## src/rtl/bm_mul_arbiter.sv

```systemverilog
// Round-robin front end that shares one block-minifloat multiplier between NREQ requesters.
// Each requester has at most one operation in flight and a one-entry response buffer.
module bm_mul_arbiter #(
    parameter int e       = 3,
    parameter int m       = 4,
    parameter int NREQ    = 2,
    parameter int MUL_LAT = 2
) (
    input  logic                          clk,
    input  logic                          rst_n,
    input  logic [NREQ-1:0]               req_valid,
    output logic [NREQ-1:0]               req_ready,
    input  logic [NREQ*(1+e+m)-1:0]       req_bm1,
    input  logic [NREQ*(1+e+m)-1:0]       req_bm2,
    output logic                          mul_valid,
    output logic [e+m:0]                  mul_bm1,
    output logic [e+m:0]                  mul_bm2,
    input  logic [2*m+e+3:0]              mul_result,
    input  logic                          mul_exp_ovf,
    output logic [NREQ-1:0]               rsp_valid,
    input  logic [NREQ-1:0]               rsp_ready,
    output logic [NREQ*(2*m+e+4)-1:0]     rsp_result,
    output logic [NREQ-1:0]               rsp_exp_ovf,
    output logic                          busy
);
    localparam int BM_W  = 1 + e + m;
    localparam int RES_W = 2*m + e + 4;
    localparam int ID_W  = (NREQ > 1) ? $clog2(NREQ) : 1;

    logic [NREQ-1:0]                 out_q, out_d;
    logic [ID_W-1:0]                 ptr_q, ptr_d;
    logic                            mul_valid_q, mul_valid_d;
    logic [BM_W-1:0]                 mul_bm1_q, mul_bm1_d;
    logic [BM_W-1:0]                 mul_bm2_q, mul_bm2_d;
    logic [ID_W-1:0]                 issue_id_q, issue_id_d;
    logic [MUL_LAT-1:0]              tag_vld_q, tag_vld_d;
    logic [MUL_LAT-1:0][ID_W-1:0]    tag_id_q, tag_id_d;
    logic [NREQ-1:0]                 rsp_valid_q, rsp_valid_d;
    logic [NREQ*RES_W-1:0]           rsp_result_q, rsp_result_d;
    logic [NREQ-1:0]                 rsp_ovf_q, rsp_ovf_d;
    logic                            busy_q, busy_d;

    logic [NREQ-1:0]                 elig_s;
    logic [NREQ-1:0]                 grant_s;
    logic                            gnt_any_s;
    logic [ID_W-1:0]                 gnt_id_s;
    logic                            hit_s;
    logic                            cap_s;
    logic [ID_W-1:0]                 cap_id_s;
    logic                            cap_hit_s;

    // Round-robin pick: first eligible index starting at ptr_q, wrapping modulo NREQ.
    always_comb begin
        elig_s    = req_valid & ~out_q;
        gnt_any_s = 1'b0;
        gnt_id_s  = '0;
        hit_s     = 1'b0;
        grant_s   = '0;
        for (int k = 0; k < NREQ; k++) begin
            for (int c = 0; c < NREQ; c++) begin
                hit_s     = !gnt_any_s && elig_s[c] && (((int'(ptr_q) + k) % NREQ) == c);
                gnt_id_s  = hit_s ? ID_W'(c) : gnt_id_s;
                gnt_any_s = gnt_any_s | hit_s;
            end
        end
        for (int c = 0; c < NREQ; c++) begin
            grant_s[c] = gnt_any_s && (gnt_id_s == ID_W'(c));
        end
    end

    assign req_ready = grant_s;

    // Issue stage, pointer advance, outstanding flags and tag shift register.
    always_comb begin
        mul_valid_d = gnt_any_s;
        issue_id_d  = gnt_any_s ? gnt_id_s : '0;
        mul_bm1_d   = '0;
        mul_bm2_d   = '0;
        for (int c = 0; c < NREQ; c++) begin
            mul_bm1_d = grant_s[c] ? req_bm1[c*BM_W +: BM_W] : mul_bm1_d;
            mul_bm2_d = grant_s[c] ? req_bm2[c*BM_W +: BM_W] : mul_bm2_d;
        end
        ptr_d = gnt_any_s ? ((gnt_id_s == ID_W'(NREQ-1)) ? '0 : gnt_id_s + ID_W'(1)) : ptr_q;
        out_d = (out_q | grant_s) & ~(rsp_valid_q & rsp_ready);
        // The tag travels one cycle behind the grant so it lines up with mul_result.
        tag_vld_d    = '0;
        tag_id_d     = '0;
        tag_vld_d[0] = mul_valid_q;
        tag_id_d[0]  = issue_id_q;
        for (int k = 1; k < MUL_LAT; k++) begin
            tag_vld_d[k] = tag_vld_q[k-1];
            tag_id_d[k]  = tag_id_q[k-1];
        end
        busy_d = |out_d;
    end

    // Response buffers: capture when the tag emerges, release on handshake.
    always_comb begin
        cap_s        = tag_vld_q[MUL_LAT-1];
        cap_id_s     = tag_id_q[MUL_LAT-1];
        cap_hit_s    = 1'b0;
        rsp_valid_d  = rsp_valid_q;
        rsp_result_d = rsp_result_q;
        rsp_ovf_d    = rsp_ovf_q;
        for (int c = 0; c < NREQ; c++) begin
            cap_hit_s                      = cap_s && (cap_id_s == ID_W'(c));
            rsp_valid_d[c]                 = cap_hit_s | (rsp_valid_q[c] & ~rsp_ready[c]);
            rsp_result_d[c*RES_W +: RES_W] = cap_hit_s ? mul_result : rsp_result_q[c*RES_W +: RES_W];
            rsp_ovf_d[c]                   = cap_hit_s ? mul_exp_ovf : rsp_ovf_q[c];
        end
    end

    // State registers; reset discards in-flight tags so late results are dropped.
    always_ff @(posedge clk or negedge rst_n) begin
        if (!rst_n) begin
            out_q        <= '0;
            ptr_q        <= '0;
            mul_valid_q  <= 1'b0;
            mul_bm1_q    <= '0;
            mul_bm2_q    <= '0;
            issue_id_q   <= '0;
            tag_vld_q    <= '0;
            tag_id_q     <= '0;
            rsp_valid_q  <= '0;
            rsp_result_q <= '0;
            rsp_ovf_q    <= '0;
            busy_q       <= 1'b0;
        end else begin
            out_q        <= out_d;
            ptr_q        <= ptr_d;
            mul_valid_q  <= mul_valid_d;
            mul_bm1_q    <= mul_bm1_d;
            mul_bm2_q    <= mul_bm2_d;
            issue_id_q   <= issue_id_d;
            tag_vld_q    <= tag_vld_d;
            tag_id_q     <= tag_id_d;
            rsp_valid_q  <= rsp_valid_d;
            rsp_result_q <= rsp_result_d;
            rsp_ovf_q    <= rsp_ovf_d;
            busy_q       <= busy_d;
        end
    end

    assign mul_valid   = mul_valid_q;
    assign mul_bm1     = mul_bm1_q;
    assign mul_bm2     = mul_bm2_q;
    assign rsp_valid   = rsp_valid_q;
    assign rsp_result  = rsp_result_q;
    assign rsp_exp_ovf = rsp_ovf_q;
    assign busy        = busy_q;

endmodule

```

## config.mk

```make
export PLATFORM = sky130hd
export DESIGN_NAME = bm_mul_arbiter
export DESIGN_NICKNAME = d
export VERILOG_FILES = /design/src/rtl/bm_mul_arbiter.sv
export SDC_FILE = /design/constraint.sdc
export NUM_CORES = 1
export LEC_CHECK = 0
export ABC_AREA = 1
export BUFFER_PORTS_ARGS = -buffer_cell sky130_fd_sc_hd__buf_2
export CORE_ASPECT_RATIO = 1.4
export CORE_MARGIN = 2
export CORE_UTILIZATION = 44
export CTS_CLUSTER_SIZE = 10
export DETAILED_ROUTE_END_ITERATION = 7
export GPL_TIMING_DRIVEN = 1
export PLACE_DENSITY = 0.77
export SYNTH_ARGS = -nofsm -noshare
export SYNTH_HDL_FRONTEND = slang
export SYNTH_SLANG_ARGS = --single-unit
export TNS_END_PERCENT = 1
```

## constraint.sdc

```tcl
create_clock -name clk -period 1.4 [get_ports clk]
set_input_delay 0.07 -clock clk [delete_from_list [all_inputs] [get_ports clk]]
set_output_delay 0.07 -clock clk [all_outputs]
set_load 0.1 [all_outputs]
```

Yosys cells after proc, flatten, opt, wreduce, memory -nomap -nowiden. Index checks and enable logic that the tools add are counted.

Add/sub/neg operators: 2. Eq/ne operators: 1. Multiplexer cells: 9. Bitwise logic cells: 18. Reduce and logical (&&, ||, !) cells: 17.

Operator list (count): 32-bit zero test (2); 8-bit two-way mux (4); 1-bit logical AND (11); 2-bit AND (3); 1-bit two-way mux (5); 1-bit bitwise OR (5); 1-bit inverter (4); 2-bit inverter (2); 1-bit zero test (3); 1-bit adder (second input constant) (2); 1-bit AND (2); 2-bit == test (second input constant) (1); 2-bit bitwise OR (1); 2-bit OR reduction (1); 1-bit AND (first input constant) (1).

Bits in registers: 60. Bits of input ports: 54. Output and inout bits: 54. Logic and storage cells: 62.

Logic depth before layout (Yosys ltp). Gate-level depths: netlist (run 1).

Depth in word-level cells: 20. Gate-level depth with buffers: 8. Depth with buffers taken out: 7.

Worst setup path before layout (run 1). OpenSTA, ideal clock, no wires.

Path kind: reg2reg. From: reg rsp_valid_q[1], in the netlist rsp_valid[1]. To: reg busy_q, in the netlist busy. Library setup time: 118 ps. Data arrival time: 1172 ps. Data required time: 1282 ps. Setup slack: 110 ps. Stages on the path, launching flop included: 4. Path buffers: 0. Clock period less this slack: 1290 ps. Cells stage by stage: dfrtp_1 nand2_1 nand2_1 nand2_1.

Word-level cells in the longest chain between the ends: 4.

RTL lines: start, declared (line 38) `logic [NREQ-1:0] rsp_valid_q, rsp_valid_d;`; start signal, assigned (line 137) `rsp_valid_q <= rsp_valid_d;`; 2-bit AND (line 84) `out_d = (out_q | grant_s) & ~(rsp_valid_q & rsp_ready);`; 2-bit inverter (line 84); 2-bit AND (line 84); 2-bit OR reduction (line 94) `busy_d = |out_d;`; named net busy_d (line 41) `logic busy_q, busy_d;`; end signal, assigned (line 140) `busy_q <= busy_d;`; end, declared (line 41).

The timed path passes the listed nets, and every way through them passes these cells. A chain may end at the register's enable or synchronous reset.

Final worst setup path (run 1).
From: reg out_q[1]. To: out req_ready[0].

Word-level cells in the longest chain between the ends: 15. Elaborated cells between the ends (all ways): 18. Classes of those cells: mux: 3; bitwise: 6; reduce/logical: 9.

RTL lines: start, declared (line 30) `logic [NREQ-1:0] out_q, out_d;`; start signal, assigned (line 129) `out_q <= out_d;`; 2-bit inverter * (line 54) `elig_s = req_valid & ~out_q;`; 2-bit AND * (line 54); 1-bit logical AND (2 in series) (line 61) `hit_s = !gnt_any_s && elig_s[c] && (((int'(ptr_q) + k) % NREQ) == c);`; 1-bit bitwise OR (line 63) `gnt_any_s = gnt_any_s | hit_s;`; 1-bit zero test (line 61); 1-bit logical AND (2 in series) (line 61); 1-bit bitwise OR (line 63); 1-bit zero test (line 61); 1-bit logical AND (2 in series) (line 61); 1-bit two-way mux (line 62) `gnt_id_s = hit_s ? ID_W'(c) : gnt_id_s;`; 1-bit inverter (line 67) `grant_s[c] = gnt_any_s && (gnt_id_s == ID_W'(c));`; 1-bit logical AND * (line 67); end, declared (line 12) `output logic [NREQ-1:0] req_ready,`.

Mark *: on every way between the ends. The rest lies on a longest branch, timed or not.

==> results of run 1 <==
-- path summary, 6_finish.rpt --
path | depth (start not counted) | slack, ns | end
max in group asynchronous | 3 | 0.65 | mul_bm2[4]
min in group asynchronous | 2 | 0.21 | rsp_result[14]
min | 3 | 0.02 | rsp_result[13]
max reg2reg | 4 | 0.19 | mul_valid
min reg2reg | 0 | 0.35 | tag_id_d[1]
max | 5 | 0.09 | req_ready[0]
-- worst register-to-register path: cells and delay by family, from the launching register on --
| family | cells | cell delay (ns) |
|---|---|---|
| buffers and inverters | 2 | 0.61 |
| flip-flops | 1 | 0.35 |
| AND/OR/NAND/NOR | 2 | 0.14 |
-- synthesized netlist by cell type, types with 2 or more instances --
cell	number
buf_6	2
nand2_2	2
buf_2	5
nand2_1	91
inv_2	3
inv_1	23
dfrtp_1	60
o21ai_0	35
-- layer usage --
layer,share of wire,track usage
met5,0,0
met3,0.076,0.06684
met1,0.39,0.2421
met2,0.53,0.3447
met4,0.012,0.07708
-- metrics by stage --
stage | setup slack [ns] | cells | util
2_1_floorplan | 0.1098 | 227 | -
3_3_place_gp | 0.2930 | 393 | 0.5894
3_5_place_dp | 0.2501 | 393 | 0.5894
4_1_cts | 0.01428 | 447 | 0.7098
5_1_grt | 0.02266 | 450 | 0.7150
6_report | 0.09219 | 450 | 0.7150
-- sequential cells by signal, indices dropped and copies added, names as in the netlist, 2 cells and up --
name         count
rsp_result      30
mul_bm1          8
mul_bm2          8
out_q            2
rsp_exp_ovf      2
rsp_valid        2
tag_vld_q        2
-- timing repair --
item                                    CTS  global route
resized for setup                         2             2
endpoints found under the hold margin    36             0
endpoints found under the setup margin    2             1
hold buffers                             38             0
buffers inserted                          1             3
pin swaps                                 0             1
-- logic make-up (layout without fill, tap and decap cells) --
logic type | count (synthesis) | after routing | synth area share
buffers and inverters | 37 | 196 | 0.07579
and+or+nand+nor | 94 | 94 | 0.1623
DFF | 60 | 60 | 0.6787
AOI/OAI and AO/OA | 36 | 36 | 0.08315
-- cell type report --
class                           count  area share
Sequential cell                    60      0.4337
Timing Repair Buffer              153      0.2978
Multi-Input combinational cell    130      0.1568
Clock buffer                       10     0.03975
Inverter                           28     0.03361
Tap cell                           64     0.02313
Clock inverter                      5     0.01518
==> out/metrics.csv, run 1 <==
metric,value,unit
slew_headroom,0.6564,
layout_common_cells,"105 x buf_2, 91 x nand2_1, 60 x dfrtp_1, 38 x dlygate4sd3_1, 35 x o21ai_0",
start_kind,flop,
antenna_left,0,
grt-ovfl-total,0,
start_util,0.4568,
max_freq,764.6,MHz
synth_seq_cells,60,
async_reset_ff_frac,1.000,
cts_tree,yes,
yosysUniqueCellTypes,14,
regArea,0.001501,sq mm
io_pins,108,
fp-row-count,30,
core,0.004842,sq mm
cp.required,1.33,ns
drc,0,
hold-worst-slack,0.01745,ns
syn2layout_area_growth,56.50,%
fin_nets,436,
finalCriticalPeriod,1.308,ns
crit_path_end_kind,primary output,
clock_path_buffers,2,
clock_skew,0.004561,ns
h-tree-depth,3,
wl_per_cell,12.23,um
grt_max_degree,34,
synthTopCellsByArea,"dfrtp_1 68%, nand2_1 15%, o21ai_0 7.9%",
critPathSlowestCell,dfrtp_1,
fillers,346,
worst_pin_slew,0.5189,ns
path_cells,clkinv_2 -> nand2_2 -> o21ai_2 -> inv_4 -> buf_12,
fin_crit_sh,0.9341,
outcome,completed,
critPathTopFamily,flip-flops,
cts_made_buffers,9,
finalInstanceArea,0.003462,sq mm
drtIter0Drc,112,
worst_r2r_startpoint,out_q[1],
antenna_cells,0,
synth_edf_count,0,
syn_area,0.002212,sq mm
cp-startpoint,out_q[1],
max_cap_violations,0,
syn_nets,281,
die-area,0.005619,sq mm
grt_usage,0.2039,
yosysTopAreaCell,dfrtp_1,
ys_seq_area_frac,0.6787,
rsz0062_at_grt,false,
setup_tns,0,ns
critPathBufInv,3,
synth_top_flop_cell,dfrtp_1,
gp_routability_congestion,0.6845,
firstDrtPassIters,5,
drt_wl_total,5.502,mm
setup_viol,0,
slowest_delay,0.38,ns
critical_path_class,flop to primary output,
final_common_cell,buf_2,
grt_pass1_wl,8.707,mm
hold_path_class,primary input to flop,
hold_viol,0,
drt-vias-per-instance,4.527,
synth-warning-count,0,
worstHoldStart,mul_result[13],
antenna_found_initial,0,
crit_arrival,1.24,ns
clk_pin_slew,0.06,ns
final_layout_size_suffix_gt1_frac,0.3601,
place_hpwl,3.473,mm
syn_inst,227,
die_w,63.93,um
multi_input_area,543.0,sq um
slew_viol_final,0,
yosys.area.top_type_share,0.6787,
path_max_fanout,3,
vias,2037,
place_area,0.002854,sq mm
fp.dieH,87.90,um
clk_latency,0.32,ns
clock_sinks,60,
clockRootBuffer,clkbuf_8,
syn_area_per_cell,9.745,sq um
port_buffers,107,
grt_pass1_vias,1970,
Power of run 1 is left out: the tool's default activity adds up to more than one toggle a clock period on the data nets, which glitch-free logic cannot reach.
==> run 2, diff against run 1 <==
--- a/config.mk
+++ b/config.mk
@@ -13,7 +13,8 @@
 export CTS_CLUSTER_SIZE = 10
 export DETAILED_ROUTE_END_ITERATION = 7
 export GPL_TIMING_DRIVEN = 1
-export PLACE_DENSITY = 0.77
+export PLACE_DENSITY = 0.88
+export SLEW_MARGIN = 20
 export SYNTH_ARGS = -nofsm -noshare
 export SYNTH_HDL_FRONTEND = slang
 export SYNTH_SLANG_ARGS = --single-unit
==> run 2 against run 1 <==
- final cell count grew 2.4%
- utilization rose by 2.8 points
- clock skew decreased by 0.00065 ns
- sequential cell count did not move
- fmax fell by 6.0%
- count of clock-buffer cells in the layout rose by 2
- via count increased by 3.3%
- sequential share of layout area is 1.7 points lower
==> out/metrics.csv, run 2 (synthesized netlist as in run 1, its figures left out) <==
metric,value,unit,change
outcome,completed,,
crit_path_end_kind,primary output,,
finalInstanceArea,0.003600,sq mm,+4.0%
use_met3,0.08740,,+0.02057
drc,0,,unchanged
firstDrtPassIters,4,,-1
grt_usage,0.2177,,+0.01385
grt_pass1_wl,9.225,mm,+5.9%
cp.required,1.33,ns,about the same
min_to,rsp_result[10],,
regArea,0.001501,sq mm,unchanged
clock_path_buffers,2,,unchanged
largest_reg_flops,30,,unchanged
final_common_cell,buf_2,,
hold_viol,0,,unchanged
antenna_left,0,,unchanged
core,0.004842,sq mm,unchanged
critPathSlowestCell,dfrtp_1,,
rsz0062_at_grt,true,,
slowest_delay,0.37,ns,about the same
max_cap_violations,0,,unchanged
ff2ff_path_depth,8,,+4
die_w,63.93,um,unchanged
grt_pass1_vias,2051,,+4.1%
worstReg2RegEnd,mul_bm1[0],,
top_usage_layer,met2,,
ff2ff_setup_slack,0.08,ns,-0.11 ns
syn2layout_area_growth,62.73,%,
fp.dieH,87.90,um,unchanged
use_met2,0.3731,,+0.02841
port_buffers,107,,unchanged
start_util,0.4568,,unchanged
clk_latency,0.32,ns,about the same
crit_arrival,1.32,ns,+0.08 ns
path_max_fanout,5,,+2
gp_routability_congestion,0.7360,,+7.5%
drt-vias-per-instance,4.566,,+0.87%
fillers,310,,-10%
layout_common_cells,"105 x buf_2, 90 x nand2_1, 60 x dfrtp_1, 43 x dlygate4sd3_1, 35 x o21ai_0",,
final_layout_size_suffix_gt1_frac,0.3678,,+0.007655
clock_sinks,60,,unchanged
path_cells,clkinv_2 -> nand2_4 -> o21ai_4 -> clkinv_4 -> buf_12,,
vias,2105,,+3.3%
clockRootBuffer,clkbuf_8,,
hold_depth,3,,unchanged
fin_nets,446,,+2.3%
max_freq,718.8,MHz,-6.0%
multi_input_area,568.0,sq um,+4.6%
cp.depth,5,,unchanged
h-tree-depth,3,,unchanged
clk_pin_slew,0.06,ns,about the same
setup_viol,0,,unchanged
slew_headroom,0.6681,,+0.01168
wl_per_cell,13.03,um,+6.5%
place_area,0.002859,sq mm,+0.18%
start_kind,flop,,
cts_made_buffers,9,,unchanged
io_pins,108,,unchanged
worst_r2r_startpoint,out_q[1],,
cp-startpoint,out_q[1],,
fin_crit_sh,0.9937,,+0.05957
grt-ovfl-total,0,,unchanged
antenna_cells,0,,unchanged
finalCriticalPeriod,1.391,ns,+0.08340 ns
critPathBufInv,3,,unchanged
critical_path_class,flop to primary output,,
slew_viol_final,0,,unchanged
grt_max_degree,61,,+79%
clock_skew,0.003909,ns,-0.0006522 ns
critPathTopFamily,flip-flops,,
drtIter0Drc,112,,unchanged
worst_pin_slew,0.5013,ns,-0.01764 ns
worstHoldStart,mul_result[10],,
use_met1,0.2432,,+0.001060
hold_path_class,primary input to flop,,
antenna_found_initial,0,,unchanged
cts_tree,yes,,
die-area,0.005619,sq mm,unchanged
place_hpwl,3.333,mm,-4.0%
drt_wl_total,6.005,mm,+9.1%
fp-row-count,30,,unchanged
-- run 2: changes by cell type in the layout (fill, tap and decap cells not counted), sizes merged --
cell and change:
buf +4, clkbuf +2, clkinv +1, dlygate4sd3 +5, inv -1
-- run 2: routing by layer --
metal  wire [um]  up-vias
li1            -     1023
met1        2307      981
met2        3107       89
met3         469       12
met4         121        0
met5           0        -
-- run 2: repair_timing --
| action | in CTS | in global routing |
|---|---|---|
| setup endpoints to repair | 2 | 2 |
| cloned | 0 | 1 |
| endpoints found under the hold margin | 88 | 0 |
| setup buffers | 0 | 9 |
| pin swaps | 0 | 3 |
| hold buffers | 43 | 0 |
| resized for setup | 3 | 8 |
-- run 2: worst register-to-register path: cells and delay by family (launching register included) --
| family | cells | cell delay (ns) |
|---|---|---|
| compound gates | 1 | 0.20 |
| simple gates | 3 | 0.18 |
| buf+inv | 4 | 0.45 |
| flops | 1 | 0.37 |
-- run 2: worst max path at each step --
stage / slack, ns / end
floorplan: 0.11 / busy
global placement: 0.30 / req_ready[0]
detailed placement: 0.26 / req_ready[0]
CTS: -0.01 / req_ready[0]
global route: -0.06 / req_ready[0]
finish: 0.009 / req_ready[0]
-- run 2: layout make-up --
| type | instances | share of cell area |
|---|---|---|
| Sequential cell | 60 | 0.4171 |
| Timing Repair Buffer | 162 | 0.3121 |
| Multi-Input combinational cell | 130 | 0.1578 |
| Clock buffer | 12 | 0.04310 |
| Inverter | 28 | 0.03302 |
| Tap cell | 64 | 0.02225 |
| Clock inverter | 4 | 0.01321 |
| Timing Repair inverter | 1 | 0.001390 |
-- run 2: through the flow --
stage	setup slack, ns	utilization	hold WS (ns)	TNS (ns)	std cells
global route	-0.05945	0.7434	0.01390	-0.08194	461
detailed placement	0.2590	0.5904	0.09812	0	392
CTS	-0.01274	0.7227	0.003791	-0.01274	451
floorplan	0.1098	-	-0.2256	0	227
global placement	0.3036	0.5904	0.09376	0	392
finish	0.008792	0.7434	0.01785	0	461
Power of run 2 is left out for the same reason.
==> run 3, diff against run 2 <==
==> constraint.sdc (replaced) <==
create_clock -name clk -period 1.5 [get_ports clk]
set_input_delay 0.075 -clock clk [delete_from_list [all_inputs] [get_ports clk]]
set_output_delay 0.075 -clock clk [all_outputs]
set_load 0.1 [all_outputs]
==> run 3 against run 2 <==
- clock skew rose by 0.0029 ns
- non-clock buffer count is 9 lower
- utilization shrank 1.7 points
- die area stayed put
- worst hold slack lost 0.00077 ns
- worst setup slack better by 0.094 ns
- critical endpoint is now req_ready[1]
- register-to-register slack improved by 0.19 ns
- critical path depth unchanged
==> out/metrics.csv, run 3 (synthesized netlist as in run 1, its figures left out) <==
metric,value,unit,change
outcome,completed,,
firstDrtPassIters,5,,+1
clk_latency,0.32,ns,about the same
slowest_delay,0.36,ns,about the same
fin_crit_sh,0.9317,,
syn2layout_area_growth,58.99,%,
grt_max_degree,61,,unchanged
antenna_cells,0,,unchanged
die_w,63.93,um,unchanged
die-area,0.005619,sq mm,unchanged
worst_pin_slew,0.5053,ns,+0.004003 ns
hold_viol,0,,unchanged
rsz0062_at_grt,false,,
h-tree-depth,3,,unchanged
cts_made_buffers,9,,unchanged
drt-vias-per-instance,4.519,,-1.0%
final_common_cell,buf_2,,
vias,2038,,-3.2%
start_util,0.4568,,unchanged
clock_skew,0.006769,ns,+0.002860 ns
cp.required,1.42,ns,+0.09 ns
critPathBufInv,3,,unchanged
largest_reg_flops,30,,unchanged
grt-ovfl-total,0,,unchanged
max_cap_violations,0,,unchanged
crit_arrival,1.32,ns,about the same
port_buffers,107,,unchanged
post-place-cells,392,,unchanged
critPathSlowestCell,dfrtp_1,,
drc,0,,unchanged
critPathTopFamily,buffers and inverters,,
clk_pin_slew,0.06,ns,about the same
hold_path_class,primary input to flop,,
io_pins,108,,unchanged
fin_nets,436,,-2.2%
critical_path_class,flop to primary output,,
max_freq,715.5,MHz,
gp_routability_congestion,0.7710,,+4.8%
final_cells,451,,-2.2%
wl_per_cell,13.12,um,+0.74%
drt_wl_total,5.918,mm,-1.4%
final_layout_size_suffix_gt1_frac,0.3566,,-0.01117
core,0.004842,sq mm,unchanged
drtIter0Drc,137,,+22%
antenna_left,0,,unchanged
setup_tns,0,ns,unchanged
clock_path_buffers,2,,unchanged
start_kind,flop,,
final_core_util,0.7264,,-0.01705
fp-row-count,30,,unchanged
cts_tree,yes,,
place_hpwl,3.297,mm,-1.1%
fillers,318,,+2.6%
crit_path_end_kind,primary output,,
slew_headroom,0.6655,,-0.002651
clockRootBuffer,clkbuf_8,,
grt_usage,0.2202,,+0.002483
fp.dieH,87.90,um,unchanged
finalCriticalPeriod,1.398,ns,
path_max_fanout,18,,+13
antenna_found_initial,0,,unchanged
path_cells,inv_1 -> nand3_1 -> nand2_2 -> inv_6 -> buf_12,,
grt_pass1_wl,9.418,mm,+2.1%
setup_viol,0,,unchanged
slew_viol_final,0,,unchanged
layout_common_cells,"105 x buf_2, 91 x nand2_1, 60 x dfrtp_1, 39 x dlygate4sd3_1, 35 x o21ai_0",,
clock_sinks,60,,unchanged
grt_pass1_vias,2068,,+0.83%
==> run 3: cell count changes in the layout (fill, tap and decap cells not counted), sizes merged <==
cell | before | now
clkinv | 5 | 4
bufinv | 1 | 2
clkinvlp | 1 | 0
buf | 119 | 114
dlygate4sd3 | 43 | 39
==> run 3: area by class of cell <==
| class | instances | area [sq um] | share of cell area |
|---|---|---|---|
| well taps | 64 | 80.08 | 0.02277 |
| flip-flops and latches | 60 | 1501 | 0.4269 |
| clock inverters | 4 | 70.07 | 0.01992 |
| repair buffers | 153 | 1033 | 0.2938 |
| multi-input cells | 130 | 550.5 | 0.1565 |
| inverters | 28 | 116.4 | 0.03308 |
| clock buffers | 12 | 165.2 | 0.04696 |
==> run 3: stage by stage <==
step / setup slack (ns) / hold slack (ns) / area, sq um
2_1_floorplan: 0.2098 / -0.2206 / 2212
3_3_place_gp: 0.3967 / 0.09969 / 2846
3_5_place_dp: 0.3455 / 0.1045 / 2846
4_1_cts: 0.05853 / 0.0002856 / 3475
5_1_grt: 0.01468 / 0.01422 / 3517
6_report: 0.1024 / 0.01707 / 3517
==> run 3: timing repair <==
item / 4_1_cts / 5_1_grt
pin swaps: 0 / 0
gates cloned: 0 / 0
hold buffers: 39 / 0
gates resized for setup: 1 / 3
endpoints found under the setup margin: 1 / 2
buffers inserted: 0 / 4
endpoints found under the hold margin: 82 / 0
==> run 3: per-layer routing <==
| layer | wire length [um] | track usage | vias up |
|---|---|---|---|
| met5 | 0 | 0 | - |
| met2 | 3092 | 0.3845 | 95 |
| met4 | 76 | 0.06917 | 0 |
| li1 | - | - | 1009 |
| met1 | 2328 | 0.2517 | 925 |
| met3 | 420 | 0.07969 | 9 |
==> run 3: worst reg2reg max path, cell delays in order (launching register included) <==
cell,delay (ns)
dfrtp_1,0.37
clkinv_2,0.05
nand2_2,0.07
o21ai_4,0.18
clkinv_4,0.12
buf_4,0.17
nand2_1,0.07
nand2_1,0.07
==> run 3: worst paths after layout <==
check / end / cells after the start / slack (ns) / from
max: req_ready[1] / 5 / 0.10 / ptr_q
min: rsp_result[13] / 3 / 0.02 / mul_result[13]
max reg2reg: mul_bm2[0] / 7 / 0.27 / out_q[1]
min reg2reg: cap_id_s / 0 / 0.35 / tag_id_d[1]
max in group asynchronous: rsp_result[29] / 3 / 0.95 / rst_n
min in group asynchronous: rsp_exp_ovf[0] / 3 / 0.28 / rst_n
Power of run 3 is left out for the same reason.
